<file path="src/rtl/conv_layer_ctrl_pkg.sv">
// Shared constants for the convolution layer controller: layer geometry
// defaults, bus widths and the FSM state encoding.
package conv_layer_ctrl_pkg;

  // Layer geometry defaults (96x96 input map, 88x88 output map)
  localparam int DEF_NUM_IN    = 9216;
  localparam int DEF_NUM_OUT   = 7744;
  localparam int DEF_DRAIN_MAX = 1024;

  // Bus widths
  localparam int PIX_W  = 16;
  localparam int IN_AW  = 14;
  localparam int OUT_AW = 13;
  localparam int CNT_W  = 14;  // one bit wider than OUT_AW so NUM_OUT itself fits
  localparam int ST_W   = 3;

  // FSM state encoding
  localparam logic [ST_W-1:0] ST_IDLE  = 3'd0;
  localparam logic [ST_W-1:0] ST_FILL  = 3'd1;
  localparam logic [ST_W-1:0] ST_RUN   = 3'd2;
  localparam logic [ST_W-1:0] ST_DRAIN = 3'd3;
  localparam logic [ST_W-1:0] ST_DONE  = 3'd4;

endpackage

</file>
<file path="src/rtl/conv_out_writer.sv">
// Turns engine result strobes into output-RAM writes and keeps the saturating
// count of results written for the current layer.
module conv_out_writer
  import conv_layer_ctrl_pkg::*;
#(
  parameter int NUM_OUT = DEF_NUM_OUT
) (
  input  logic              i_clk,
  input  logic              i_rst_n,
  input  logic              i_clr,     // start of a new layer
  input  logic              i_active,  // engine is running (RUN or DRAIN)
  input  logic              i_save,
  input  logic [PIX_W-1:0]  i_data,
  output logic              o_we,
  output logic [OUT_AW-1:0] o_addr,
  output logic [PIX_W-1:0]  o_data,
  output logic              o_hit,     // this write is the last one of the layer
  output logic              o_full     // all NUM_OUT results already written
);

  localparam logic [CNT_W-1:0] FULL_CNT = CNT_W'(NUM_OUT);
  localparam logic [CNT_W-1:0] LAST_CNT = CNT_W'(NUM_OUT - 1);

  logic [CNT_W-1:0] r_cnt;

  // Write strobe and address are combinational so a result lands in the same
  // cycle it is presented; saves beyond NUM_OUT are dropped.
  always_comb begin
    o_full = (r_cnt == FULL_CNT);
    o_we   = i_active && i_save && !o_full;
    o_addr = r_cnt[OUT_AW-1:0];
    o_data = i_data;
    o_hit  = o_we && (r_cnt == LAST_CNT);
  end

  // Result counter: cleared per layer, advances on every accepted write.
  always_ff @(posedge i_clk) begin
    if (!i_rst_n || i_clr) begin
      r_cnt <= '0;
    end else if (o_we) begin
      r_cnt <= r_cnt + CNT_W'(1);
    end
  end

endmodule

</file>
<file path="src/rtl/conv_layer_ctrl.sv">
// Layer sequencer for a streaming conv engine: reads the input map from RAM,
// feeds the engine one pixel per cycle, collects results and signals
// completion or a drain timeout.
//
// Handshakes: go is a one-cycle request taken only in IDLE (no ready; a go
// seen elsewhere is dropped). eng_save is a one-cycle valid with no
// back-pressure: every strobe in RUN/DRAIN below the result limit is written
// to the output RAM in that same cycle.
module conv_layer_ctrl
  import conv_layer_ctrl_pkg::*;
#(
  parameter int NUM_IN    = DEF_NUM_IN,
  parameter int NUM_OUT   = DEF_NUM_OUT,
  parameter int DRAIN_MAX = DEF_DRAIN_MAX
) (
  input  logic              clk_in,
  input  logic              rst_n,
  input  logic              go,
  output logic              busy,
  output logic              done,
  output logic              err,
  output logic              in_rd_en,
  output logic [IN_AW-1:0]  in_addr,
  input  logic [PIX_W-1:0]  in_data,
  output logic [PIX_W-1:0]  map_in,
  output logic              eng_start,
  output logic              eng_clr,
  input  logic              eng_save,
  input  logic [PIX_W-1:0]  eng_map_out,
  output logic              out_we,
  output logic [OUT_AW-1:0] out_addr,
  output logic [PIX_W-1:0]  out_data,
  output logic [ST_W-1:0]   dbg_state
);

  localparam int DW = $clog2(DRAIN_MAX + 1);
  localparam logic [IN_AW-1:0] LAST_ADDR  = IN_AW'(NUM_IN - 1);
  localparam logic [DW-1:0]    DRAIN_LAST = DW'(DRAIN_MAX - 1);

  logic [ST_W-1:0]  r_state;
  logic [ST_W-1:0]  w_next;
  logic             r_fill;
  logic [IN_AW-1:0] r_in_addr;
  logic             r_rd_en;
  logic             r_rd_q;    // in_data is valid this cycle
  logic             r_last1;   // in_data carries the last pixel
  logic             r_last2;   // map_in carries the last pixel
  logic [PIX_W-1:0] r_map;
  logic [DW-1:0]    r_drain;
  logic             r_err;

  logic w_go_ok;
  logic w_active;
  logic w_last_issue;
  logic w_timeout;
  logic w_hit;
  logic w_full;
  logic w_finish;

  conv_out_writer #(
    .NUM_OUT (NUM_OUT)
  ) u_writer (
    .i_clk    (clk_in),
    .i_rst_n  (rst_n),
    .i_clr    (w_go_ok),
    .i_active (w_active),
    .i_save   (eng_save),
    .i_data   (eng_map_out),
    .o_we     (out_we),
    .o_addr   (out_addr),
    .o_data   (out_data),
    .o_hit    (w_hit),
    .o_full   (w_full)
  );

  // Decode conditions used by the FSM and the datapath.
  always_comb begin
    w_go_ok      = (r_state == ST_IDLE) && go;
    w_active     = (r_state == ST_RUN) || (r_state == ST_DRAIN);
    w_last_issue = r_rd_en && (r_in_addr == LAST_ADDR);
    w_timeout    = (r_state == ST_DRAIN) && (r_drain == DRAIN_LAST);
    w_finish     = w_hit || w_full;
  end

  // Next-state logic; result completion takes priority over the drain timeout.
  always_comb begin
    w_next = r_state;
    case (r_state)
      ST_IDLE:  if (go) w_next = ST_FILL;
      ST_FILL:  if (r_fill) w_next = ST_RUN;
      ST_RUN: begin
        if (w_finish)     w_next = ST_DONE;
        else if (r_last2) w_next = ST_DRAIN;
      end
      ST_DRAIN: if (w_finish || w_timeout) w_next = ST_DONE;
      ST_DONE:  w_next = ST_IDLE;
      default:  w_next = ST_IDLE;
    endcase
  end

  // State register, two-cycle FILL timer and drain cycle counter.
  always_ff @(posedge clk_in) begin
    if (!rst_n) begin
      r_state <= ST_IDLE;
      r_fill  <= 1'b0;
      r_drain <= '0;
    end else begin
      r_state <= w_next;
      r_fill  <= (r_state == ST_FILL) && !r_fill;
      r_drain <= (r_state == ST_DRAIN) ? r_drain + DW'(1) : '0;
    end
  end

  // Error flag: raised by a timeout, kept until the next layer is accepted.
  always_ff @(posedge clk_in) begin
    if (!rst_n || w_go_ok) begin
      r_err <= 1'b0;
    end else if (w_timeout && !w_finish) begin
      r_err <= 1'b1;
    end
  end

  // Input address generator: one read per cycle from 0 up to NUM_IN-1, holding
  // the last address rather than wrapping; stops early if the layer finishes.
  always_ff @(posedge clk_in) begin
    if (!rst_n) begin
      r_rd_en   <= 1'b0;
      r_in_addr <= '0;
    end else if (w_go_ok) begin
      r_rd_en   <= 1'b1;
      r_in_addr <= '0;
    end else if (r_state == ST_IDLE) begin
      r_rd_en   <= 1'b0;
      r_in_addr <= '0;
    end else if (r_rd_en) begin
      if (w_last_issue || (w_next == ST_DONE)) begin
        r_rd_en <= 1'b0;
      end else begin
        r_in_addr <= r_in_addr + IN_AW'(1);
      end
    end
  end

  // Read-data pipeline: track RAM latency and register the pixel into map_in;
  // map_in is forced to zero whenever no fresh pixel is arriving.
  always_ff @(posedge clk_in) begin
    if (!rst_n) begin
      r_rd_q  <= 1'b0;
      r_last1 <= 1'b0;
      r_last2 <= 1'b0;
      r_map   <= '0;
    end else begin
      r_rd_q  <= r_rd_en;
      r_last1 <= w_last_issue;
      r_last2 <= r_last1;
      r_map   <= (r_rd_q && ((r_state == ST_FILL) || (r_state == ST_RUN))) ? in_data : '0;
    end
  end

  // Output decode from the registered state.
  always_comb begin
    busy      = (r_state != ST_IDLE);
    done      = (r_state == ST_DONE);
    err       = r_err;
    in_rd_en  = r_rd_en;
    in_addr   = r_in_addr;
    map_in    = r_map;
    eng_start = w_active;
    eng_clr   = (r_state == ST_IDLE) || (r_state == ST_DONE);
    dbg_state = r_state;
  end

endmodule

</file>
<file path="config.mk">
export PLATFORM = sky130hd
export DESIGN_NAME = conv_layer_ctrl
export DESIGN_NICKNAME = d
export VERILOG_FILES = /design/src/rtl/conv_layer_ctrl_pkg.sv /design/src/rtl/conv_out_writer.sv /design/src/rtl/conv_layer_ctrl.sv
export SDC_FILE = /design/constraint.sdc
export NUM_CORES = 1
export LEC_CHECK = 0
export CORE_AREA = 2 2 111 113
export DETAILED_ROUTE_END_ITERATION = 8
export DIE_AREA = 0 0 113 115
export SYNTH_ARGS = -nofsm -noshare
export SYNTH_HDL_FRONTEND = slang
export SYNTH_SLANG_ARGS = --single-unit
</file>
<file path="constraint.sdc">
create_clock -name clk_in -period 3.15 [get_ports clk_in]
set_clock_uncertainty 0.2 [all_clocks]
set_input_delay 0.315 -clock clk_in [delete_from_list [all_inputs] [get_ports clk_in]]
set_output_delay 0.315 -clock clk_in [all_outputs]
set_load 0.05 [all_outputs]
</file>
==> Word level (Yosys, flattened, before mapping) <==
Cells that the tools add are included.
{ "word_totals": {"register_bits": 64, "input_bits": 36, "out_inout_bits": 69, "elab_cells": 61} }
{ "classes": {"n_addsub": 3, "eq_ne": 9, "muxes": 10, "bitwise_logic": 2, "n_reduce_logical": 26} }
{ "ops": {"columns": ["op", "n"], "rows": [
  ["14-bit by 1-bit adder with 14-bit output (second input constant)", 2],
  ["14-bit by 13-bit == test with 1-bit output (second input constant)", 2],
  ["3-bit 2-to-1 mux", 5],
  ["14-bit == test (second input constant)", 1],
  ["3-bit case mux with 4 select lines", 1],
  ["11-bit by 1-bit adder with 11-bit output (second input constant)", 1],
  ["11-bit by 10-bit == test with 1-bit output (second input constant)", 1],
  ["1-bit logical AND", 9],
  ["1-bit logical OR", 7],
  ["3-bit by 2-bit == test with 1-bit output (second input constant)", 2],
  ["3-bit == test (second input constant)", 2],
  ["2-bit AND reduction", 3],
  ["1-bit zero test", 4],
  ["1-bit 2-to-1 mux", 4],
  ["3-bit by 1-bit == test with 1-bit output (second input constant)", 1],
  ["3-bit zero test", 1],
  ["3-bit nonzero test", 1],
  ["3-bit OR reduction", 1],
  ["1-bit inverter", 2]
]} }

==> Longest topological paths before layout <==
{ "logic_depth": {"word_depth": 15, "depth_mapped": 8, "depth_no_buf": 7} }

==> Cells and area by module <==
A second synthesis with hierarchy kept.
{ "hier_totals": {"hier_cells": 332, "hier_area_um2": 2954.1} }
{ "modules_own_cells": {"columns": ["module", "instances", "cells_each", "area_per_inst_um2", "seq_area_each_um2"], "rows": [
  ["conv_layer_ctrl", 1, 219, 2029.4, 1001.0],
  ["conv_out_writer", 1, 113, 924.6, 280.3]
]} }

==> Least setup slack after synthesis <==
No wires, ideal clock.
{ "synth_timing": {"path_kind": "register -> register", "start": "register r_state[1], in the netlist dbg_state[1]", "end": "register u_writer.r_cnt[2]", "setup_time_ns": 0.128, "arrival_time_ns": 2.293, "required_ns": 2.822, "setup_slack_ns": 0.530, "path_stages_with_launch": 7, "path_buffers": 1, "period_less_slack_ns": 2.620, "cell_sequence": "dfxtp_1 buf_6 nand3b_1 a41oi_1 nand2_1 xor2_1 nor2_1"} }
{ "synth_between": {"elab_chain_cells": 4, "elab_cells_between_ends": 8, "classes_between": "eq/ne (2); reduce/logical (6)"} }
{ "synth_lines": {"columns": ["item", "line", "source"], "rows": [
  ["start, declared", "conv_layer_ctrl.sv:40", "logic [ST_W-1:0] r_state;"],
  ["start signal, assigned", "conv_layer_ctrl.sv:108", "r_state <= w_next;"],
  ["3-bit by 2-bit == test with 1-bit output", "conv_layer_ctrl.sv:79", "w_active = (r_state == ST_RUN) || (r_state == ST_DRAIN);"],
  ["1-bit logical OR *", "conv_layer_ctrl.sv:79", null],
  ["1-bit logical AND * (2 in series)", "conv_out_writer.sv:30", "o_we = i_active && i_save && !o_full;"],
  ["via out_we", "conv_layer_ctrl.sv:30", "output logic out_we,"],
  ["end signal, assigned", "conv_out_writer.sv:41", "r_cnt <= r_cnt + CNT_W'(1);"],
  ["end, declared", "conv_out_writer.sv:24", "logic [CNT_W-1:0] r_cnt;"]
]} }
The timed path passes the listed nets; every way through them passes the cells marked *.
A chain may end at the register's enable or synchronous reset.

==> Final worst setup path <==
{ "layout_timing": {"start": "register r_state[1], in the netlist dbg_state[1]", "end": "output eng_start"} }
{ "layout_between": {"elab_chain_cells": 2, "elab_cells_between_ends": 3, "classes_between": "eq/ne (2); reduce/logical (1)"} }
{ "layout_lines": {"columns": ["item", "line", "source"], "rows": [
  ["3-bit by 2-bit == test with 1-bit output", "conv_layer_ctrl.sv:79", null],
  ["1-bit logical OR *", "conv_layer_ctrl.sv:79", null],
  ["end, declared", "conv_layer_ctrl.sv:26", "output logic eng_start,"]
]} }
Every way passes the cells marked *; elsewhere a longest branch is shown, timed or not.

==> reports/results.ini <==
[outcome]
run_status = complete, but fails checks
violations = DRC

[die]
dieArea_um2 = 13000
rows = 40
start_util_pct = 24.3
coreArea_um2 = 11800
die_x_um = 113
io_pins = 105
die_y_um = 115

[timing]
slew_headroom_pct = 60.8
rsz0062_at_grt = no
maxSlewViolCount = 0
worst_pin_slew_ns = 0.582
min_period_over_period_pct = 88.5
final-setup-viol-count = 0
timing.fmax_mhz = 359
finalSetupTns_ns = 0
hold_violations = 0
period_minus_slack_ns = 2.79

[synthesis]
synth_area_leaders = dfxtp_1, buf_4, nor2_1
ys_warn_count = 0
ys_seq_elements = 64
ys_seq_area_share_pct = 44.6
synth-main-ff-cell = dfxtp_1
syn-num-nets = 368
ys_types = 45
synth_edf_count = 0
synthesis.area_um2 = 2870
synth_top_cell_area_share_pct = 44.6
async_reset_ff_share_pct = 0
synth_top_area_cell = dfxtp_1
syn_avg_cell_area_um2 = 8.76
synthCells = 328

[drt]
post_drt_wl_per_cell_um = 12.1
route.detailed.drc = 5
vias = 2350
ant_nets = 0
routed_wl_um = 6380
first_pass_iters = 6
via_per_inst = 4.46
drtIter0Drc = 100

[cells_and_area]
layout.nets = 415
drive_gt1_share_pct = 7.63
design_area_um2 = 3830
final_util_pct = 32.5
final_common_cell = clkdlybuf4s50_1
fin_cells = 527
area_growth_syn_to_layout_pct = 33.4
most-common-layout-cells = clkdlybuf4s50_1, dfxtp_1, nor2_1
diodes = 0

[placement]
placed_area_um2 = 3520
dp_hpwl_um = 4750
dp_cells = 511
io_buffers = 72
gp_congestion = 0.766

[critical_path]
crit_cells = 2
arrival_ns = 2.27
reg2reg_depth = 7
endpoint_kind = output port
cpMaxStageDelayCell = clkdlybuf4s50_1
crit_fanout = 11
worstPathCellList = nor2b_1 > clkdlybuf4s50_1
crit_required_ns = 2.63
critPathBufInv = 1
slowest_delay_ns = 0.92
cp-start-kind = register
path_delay_family = buffers and inverters
crit_start = dbg_state[1]
reg2reg_from = in_addr[0]
worst-setup-path-type = register to output port
r2r_slack_ns = 0.80

[power]
seq_power_share_pct = 41.7
internal_power_uw = 1530
power.density_nw_per_um2 = 516
ir_drop_mv = 0.232
switching_power_uw = 454
clock_power_share_pct = 52.2
swShare_pct = 22.9
power_leakage_uw = 0.00128
finalPower_uw = 1980
power_frac_comb_pct = 6.1

[worst_hold_path]
hp-class = register to register
whs_path_depth = 1
hold_start = r_last1

[global_routing]
grt_overflow = 0
grt_pass1_vias = 2333
grtUsageTotal_pct = 10.5
antenna_found_initial = 0
grt_first_pass_wirelength_um = 10900
grt_start_max_net_pins = 17

[clock_network]
hold_buffers = 0
cts_tree = yes
post_cts_buffers = 0
cts-root-buf = clkbuf_16
cts_max_level = 3
clkSlewWorstSetupHoldPaths_ns = 0.06
numCtsBuffers = 9
cts.sinks = 64
cts_buffer_depth = 2
cts.repair.resized = 0
clk_latency_ns = 0.33

[run]
drv_cap = 0

[power by group through the flow]
stage | logic [µW] | clock network, µW | registers [µW]
final | 120 | 1030 | 825
after CTS | 122 | 1060 | 825
after floorplan | 108 | 0 | 856
after global routing | 128 | 1110 | 826
after detailed placement | 121 | 0 | 843
after global placement | 121 | 0 | 843
[metrics by stage]
step                      hold WS [ns]  setup WS [ns]
after floorplan                  0.212          0.530
after global placement           0.218          0.680
after detailed placement         0.229          0.686
after CTS                        0.245          0.328
after global routing             0.267          0.232
final                            0.240          0.361
[sequential cells by signal, indices dropped and copies added (netlist names)]
name	count
r_last2	1
r_last1	1
in_addr	14
u_writer.r_cnt	14
r_rd_q	1
in_rd_en	1
r_fill	1
map_in	16
r_drain	11
dbg_state	3
err	1
[synthesized netlist by cell type (4+ instances only)]
library cell  instances
or3_1                 7
nor4_1                5
nand2_1              25
nor2_1               44
buf_4                31
a21oi_1              17
xor2_1                5
and2_1               19
nand3_1              16
xnor2_1              17
inv_1                11
o21ai_0               6
or4_1                 8
ha_1                  4
clkbuf_1              4
o31ai_1               6
dfxtp_1              64
[area by class of cell]
| class | count | area, µm² |
|---|---|---|
| fillers | 1250 | 7980 |
| flip-flops and latches | 64 | 1280 |
| multi-input cells | 214 | 1270 |
| repair buffers | 75 | 741 |
| clock buffers | 11 | 253 |
| well taps | 147 | 184 |
| clock inverters | 5 | 62.6 |
| inverters | 11 | 41.3 |
[path summary, 6_finish.rpt]
| kind | end |
|---|---|
| setup reg to reg | in_addr[13] |
| hold reg to reg | r_last2 |
| setup / recovery | eng_start |
| hold / removal | r_last2 |
[routing by layer]
layer,up-vias,global-route usage [%],wire [µm]
met3,4,3.90,411
li1,1194,-,-
met4,0,3.50,38
met5,-,0,0
met1,1095,13.1,2920
met2,57,16.7,3010
[kinds of logic after synthesis]
kind of cell / after synthesis / synth area share, %
flip-flops: 64 / 44.6
AND/OR/NAND/NOR: 148 / 27.1
XOR/XNOR: 22 / 6.70
multiplexers: 1 / 0.348
buffers and inverters: 50 / 11.2
AO/OA/AOI/OAI: 39 / 8.36
adder cells (fa/ha/maj): 4 / 1.74
Power figures use the tool's default switching activity.
